===== src/rtl/serial_sub_pkg.sv =====
// ----------------------------------------------------------------------------
// serial_sub_pkg
// Shared definitions for the bit-serial subtractor slice.
//   sub_state_t   : controller states (idle, shifting, result-valid)
//   DEFAULT_WIDTH : default operand/result width
// ----------------------------------------------------------------------------
package serial_sub_pkg;

    typedef enum logic [1:0] {
        S_IDLE  = 2'b00,
        S_SHIFT = 2'b01,
        S_DONE  = 2'b10
    } sub_state_t;

    localparam int DEFAULT_WIDTH = 8;

endpackage


===== src/rtl/half_subtractor.sv =====
// ----------------------------------------------------------------------------
// half_subtractor
// One-bit half subtractor, X - Y. Two of these plus an OR form a full
// subtract cell.
// Ports:
//   X  : minuend bit
//   Y  : subtrahend bit
//   DF : difference bit (X ^ Y)
//   BR : borrow out (~X & Y)
// ----------------------------------------------------------------------------
module half_subtractor (
    input  logic X,
    input  logic Y,
    output logic DF,
    output logic BR
);

    assign DF = X ^ Y;
    assign BR = ~X & Y;

endmodule


===== src/rtl/serial_subtractor.sv =====
// ----------------------------------------------------------------------------
// serial_subtractor
// Bit-serial subtractor computing D = A - B one bit per clock, LSB first,
// using a single full-subtract cell and a borrow flop.
// Ports:
//   clk   : rising-edge system clock
//   rst_n : asynchronous active-low reset
//   start : request a subtraction (accepted when idle or in the done cycle)
//   A, B  : minuend / subtrahend, captured on the accepting edge
//   busy  : high while bits are being shifted
//   done  : one-cycle pulse, D/BOUT/V valid
//   D     : difference modulo 2^WIDTH (held until the next result)
//   BOUT  : final borrow, 1 iff A < B unsigned
//   V     : two's-complement overflow of the subtraction
// ----------------------------------------------------------------------------
module serial_subtractor
    import serial_sub_pkg::*;
#(
    parameter int WIDTH = DEFAULT_WIDTH,
    parameter int CNT_W = $clog2(WIDTH + 1)
) (
    input  logic             clk,
    input  logic             rst_n,
    input  logic             start,
    input  logic [WIDTH-1:0] A,
    input  logic [WIDTH-1:0] B,
    output logic             busy,
    output logic             done,
    output logic [WIDTH-1:0] D,
    output logic             BOUT,
    output logic             V
);

    sub_state_t       r_state;
    logic [WIDTH-1:0] r_aSr;
    logic [WIDTH-1:0] r_bSr;
    logic [WIDTH-1:0] r_dSr;
    logic             r_borrow;
    logic [CNT_W-1:0] r_count;
    logic             r_aMsb;
    logic             r_bMsb;
    logic             r_busy;
    logic             r_done;
    logic [WIDTH-1:0] r_d;
    logic             r_bout;
    logic             r_v;

    logic             w_df1;
    logic             w_br1;
    logic             w_diff;
    logic             w_br2;
    logic             w_bNext;
    logic [WIDTH-1:0] w_dNext;
    logic             w_lastBit;

    // Full subtract cell: first stage a0 - b0, second stage subtracts the
    // incoming borrow. The two partial borrows can never both be set.
    half_subtractor u_hsFirst (
        .X  (r_aSr[0]),
        .Y  (r_bSr[0]),
        .DF (w_df1),
        .BR (w_br1)
    );

    half_subtractor u_hsSecond (
        .X  (w_df1),
        .Y  (r_borrow),
        .DF (w_diff),
        .BR (w_br2)
    );

    assign w_bNext = w_br1 | w_br2;

    // New difference bit enters at the MSB, so after WIDTH shifts the
    // LSB-first bits have landed in their natural positions.
    assign w_dNext   = {w_diff, {(WIDTH-1){1'b0}}} | (r_dSr >> 1);
    assign w_lastBit = (r_count == CNT_W'(WIDTH - 1));

    assign busy = r_busy;
    assign done = r_done;
    assign D    = r_d;
    assign BOUT = r_bout;
    assign V    = r_v;

    // Controller and datapath. A start in the done cycle is accepted just
    // like one in idle, which gives back-to-back operation without a bubble.
    // Overflow uses the operand MSBs saved at acceptance because A/B may
    // change freely once the operation has started.
    always_ff @(posedge clk or negedge rst_n) begin
        if (!rst_n) begin
            r_state  <= S_IDLE;
            r_aSr    <= '0;
            r_bSr    <= '0;
            r_dSr    <= '0;
            r_borrow <= 1'b0;
            r_count  <= '0;
            r_aMsb   <= 1'b0;
            r_bMsb   <= 1'b0;
            r_busy   <= 1'b0;
            r_done   <= 1'b0;
            r_d      <= '0;
            r_bout   <= 1'b0;
            r_v      <= 1'b0;
        end else begin
            case (r_state)
                S_IDLE, S_DONE: begin
                    r_done <= 1'b0;
                    if (start) begin
                        r_aSr    <= A;
                        r_bSr    <= B;
                        r_dSr    <= '0;
                        r_borrow <= 1'b0;
                        r_count  <= '0;
                        r_aMsb   <= A[WIDTH-1];
                        r_bMsb   <= B[WIDTH-1];
                        r_busy   <= 1'b1;
                        r_state  <= S_SHIFT;
                    end else begin
                        r_busy  <= 1'b0;
                        r_state <= S_IDLE;
                    end
                end
                S_SHIFT: begin
                    r_aSr    <= r_aSr >> 1;
                    r_bSr    <= r_bSr >> 1;
                    r_dSr    <= w_dNext;
                    r_borrow <= w_bNext;
                    r_count  <= r_count + CNT_W'(1);
                    if (w_lastBit) begin
                        r_busy  <= 1'b0;
                        r_done  <= 1'b1;
                        r_d     <= w_dNext;
                        r_bout  <= w_bNext;
                        r_v     <= (r_aMsb != r_bMsb) && (w_diff != r_aMsb);
                        r_state <= S_DONE;
                    end
                end
                default: begin
                    r_busy  <= 1'b0;
                    r_done  <= 1'b0;
                    r_state <= S_IDLE;
                end
            endcase
        end
    end

endmodule


===== config.mk =====
export PLATFORM = sky130hd
export DESIGN_NAME = serial_subtractor
export DESIGN_NICKNAME = d
export VERILOG_FILES = /design/src/rtl/serial_sub_pkg.sv /design/src/rtl/half_subtractor.sv /design/src/rtl/serial_subtractor.sv
export SDC_FILE = /design/constraint.sdc
export NUM_CORES = 1
export LEC_CHECK = 0
export CORE_ASPECT_RATIO = 1.25
export CORE_MARGIN = 3
export CORE_UTILIZATION = 30
export CTS_CLUSTER_SIZE = 8
export DETAILED_ROUTE_END_ITERATION = 8
export HOLD_SLACK_MARGIN = 0.05
export PLACE_DENSITY = 0.58
export SLEW_MARGIN = 40
export SYNTH_ARGS = -nofsm -noshare
export SYNTH_HDL_FRONTEND = slang
export SYNTH_SLANG_ARGS = --single-unit

===== constraint.sdc =====
create_clock -name clk -period 3.55 [get_ports clk]
set_clock_uncertainty 0.1 [all_clocks]
set_input_delay 0.71 -clock clk [delete_from_list [all_inputs] [get_ports clk]]
set_output_delay 0.71 -clock clk [all_outputs]
set_load 0.02 [all_outputs]

==> results by group <==
GRT
  • Pin count of the biggest net entering global routing: between 40 and 50
  • Total GRT Usage: 10.6%
  • Initial antenna violation count: 0
  • Total global routing overflow: 0
  • First-pass GRT wire length: roughly 6 mm
  • Vias in the first global route: between 1000 and 1500

Timing
  • Final Cycle Share: between 50% and 60%
  • Max Freq: about 480 MHz
  • Worst Max-Slew Pin Slew: 0.736 ns
  • Final Setup Violations: 0
  • Hold WS: about 0.3 ns
  • Setup repair after global routing missed its margin: no
  • Slew margin rel.: a little over 50%
  • Setup TNS: 0 ns
  • Fin crit period: around 2.1 ns
  • Final hold viol count: 0
  • Max-slew violations: 0
  • Final Worst Setup Slack: 1.47 ns

Floorplanning
  • Initial core utilization: 31.6%
  • DIE AREA: 7200 um^2
  • # IOs: 31
  • Rows: 31
  • Core area: ~5900 um^2
  • Die Ht: ~94 um
  • DIE WIDTH: about 76 um

Power and ir drop
  • Net switching power figure: roughly 740 uW
  • Gate power share: a little over two fifths
  • Pint: between 1000 and 1500 uW
  • Max VDD drop: around 0.26 mV
  • PwrDens: roughly 900 nW/um^2
  • Sequential power share: roughly two fifths
  • Clk network pwr share: between 10% and 20%
  • Leakage power: roughly 0.0011 uW
  • Switching Share: between 30% and 40%

Route
  • DR iter-0 viols: 50
  • Post-route DRC violation count: 0
  • Routed wire length: 3.61 mm
  • Routed WL per cell: ~14 um
  • DR WL met3: between 100 and 150 um
  • Top Metal Used: met4
  • Post-route ant nets: 0
  • Pre-antenna DRT Iters: 4
  • Via-to-Cell Ratio: around 4.6
  • Met2 Wirelength: 1.70 mm
  • Via Count: approximately 1200
  • M1 wire length: 1.71 mm

Setup path
  • Buf/Inv on CP: 1
  • CP max-delay cell: clkdlybuf4s50_1
  • Crit path required time: around 2.7 ns
  • Crit path capture type: primary output
  • Worst setup startpoint: done$_DFFE_PN0P_
  • CP startpoint kind: register
  • Arrival time at the worst endpoint: 1.27 ns
  • Start of the worst register-to-register path: r_borrow$_DFFE_PN0P_
  • Max incr delay on CP: between 0.6 and 0.7 ns
  • CP cell instances: clkdlybuf4s50_1
  • Crit Path Max Fanout: 3
  • Critical path class: register to primary output
  • Critical path's top delay family: buffers and inverters

Clock tree
  • Post-CTS Hold Fix Bufs: 0
  • Worst skew pair latency: 0.29 ns
  • CTS tree: done
  • Clock-pin slew on the worst setup and hold paths: 0.08 ns
  • Root buffer cell: clkbuf_8
  • CTS Buf Count: 5
  • H-tree Lvls: 2
  • Post-CTS Setup Inserts: 0
  • CTS resizes: 0
  • Clock Path Buffers: 2
  • Clock sink count: between 40 and 50

Final layout
  • Antenna Cells: 0
  • Finished Layout Cells: 260
  • Share of cells above drive strength 1: between 10% and 20%
  • Area of the multi-input gates: roughly 700 um^2
  • Nets@finish: 198
  • Fill cells: a little under 600
  • Area grow syn2layout: 23.3%
  • Sequential cell area: 1080 um^2
  • Post-Layout Inst Area: 2300 um^2

Yosys
  • Post-Syn Nets: 169
  • FFs w/ async S/R, synth: 100%
  • EDFF count, synth: 0
  • Synth unique cells: 31
  • Most frequent cell after synthesis: dfrtp_1
  • Seq/Total Area, Yosys: 57.8%
  • Post-synth top area share: slightly below 60%
  • Synthesized flop and latch total: 43
  • Post-synth top cells: dfrtp_1, nand2_1, nand3_1
  • Leading area contributor after synthesis: dfrtp_1
  • Synth top area cells: dfrtp_1, mux2_4, a22oi_1, a22o_1, nand2_1
  • Ys flop type: dfrtp_1
  • Yosys warns: 0
  • Cell Area, Synth: about 1900 um^2
  • Mean post-synth cell area: between 10 and 15 um^2
  • Post-Syn Instances: 148

Place
  • Pre-CTS setup slack: 1.39 ns
  • Dpl cells: 252
  • HPWL Detailed: roughly 2.2 mm
  • Input/output buffers: 30
  • Post-DP Area: between 2000 and 2500 um^2
  • Placer Congestion: between 0.6 and 0.7

Hold path
  • Worst hold path type: input pin to async pin

Job
  • Maxcap violations: 0

Status
  • Status: finished clean
## worst paths after layout
path / depth (start not counted) / slack, ns / end
max in group asynchronous: 1 / 2.67 / r_bSr[4]$_DFFE_PN0P_
worst max register to register: 5 / 1.82 / V$_DFFE_PN0P_
worst max-delay path: 1 / 1.47 / done
worst min-delay path: 1 / 0.30 / r_dSr[1]$_DFFE_PN0P_
min in group clk: 1 / 0.38 / r_count[3]$_DFFE_PN0P_
worst min register to register: 1 / 0.38 / r_count[3]$_DFFE_PN0P_
## layout make-up
cell class              count  share of cell area (%)
clock buffers               8                    4.36
multi-input cells          93                    30.4
repair buffers             32                    13.6
inverters                   2                   0.327
well taps                  82                    4.47
flip-flops and latches     43                    46.8
## layout by cell type, fill, tap and decap left out
cell type | Yosys | layout
a221o_1 | 1 | 1
a22o_1 | 11 | 11
a22oi_1 | 13 | 13
and2b_1 | 1 | 1
buf_4 | 3 | 3
clkbuf_1 | 1 | 1
clkbuf_8 | 0 | 7
clkdlybuf4s50_1 | 0 | 29
dfrtp_1 | 43 | 43
fa_1 | 1 | 1
ha_1 | 1 | 1
inv_1 | 1 | 1
inv_2 | 1 | 1
mux2_4 | 9 | 9
mux2i_1 | 2 | 2
nand2_1 | 23 | 23
nand2b_1 | 2 | 2
nand2b_2 | 1 | 1
nand3_1 | 15 | 15
nand3b_1 | 1 | 1
nand3b_4 | 1 | 1
nand4_1 | 1 | 1
nor2_4 | 1 | 1
nor2_8 | 1 | 1
nor2b_1 | 1 | 1
nor2b_2 | 1 | 1
nor3_1 | 1 | 1
o21ai_0 | 1 | 1
o21ai_1 | 2 | 2
o2bb2ai_1 | 1 | 1
o31ai_1 | 1 | 1
## power groups by stage
stage                     combinational, uW  clock, uW  sequential [uW]
after CTS                               886        352              849
after detailed placement                885          0              856
after floorplan                         605          0              903
after global routing                    958        373              876
final                                   870        341              847
after global placement                  865          0              852
## stage by stage
step	total power (uW)	utilization, %
final	2060	39.0
after global routing	2210	39.0
after CTS	2090	39.0
after detailed placement	1740	37.3
after global placement	1720	37.2
after floorplan	1510	-
## routing by layer
| layer | up-vias | track usage [%] |
|---|---|---|
| met5 | - | 0 |
| met4 | 0 | 4.98 |
| met3 | 8 | 2.30 |
| met2 | 24 | 17.2 |
| met1 | 590 | 13.6 |
| li1 | 584 | - |
## kinds of logic after synthesis
logic type,Yosys count,share of synthesized area [%]
flops,43,57.8
fa+ha+maj,2,1.75
buf+inv,12,4.77
compound gates,30,12.6
simple gates,50,14.8
mux,11,8.33
## sequential cells by signal, indices dropped and copies added, names as in the netlist
| register | flops |
|---|---|
| r_aSr | 8 |
| r_bMsb | 1 |
| done | 1 |
| r_count | 4 |
| BOUT | 1 |
| r_borrow | 1 |
| D | 8 |
| r_state | 1 |
| r_bSr | 8 |
| r_aMsb | 1 |
| r_dSr | 7 |
| V | 1 |
| busy | 1 |
(Power assumes the default switching activity.)
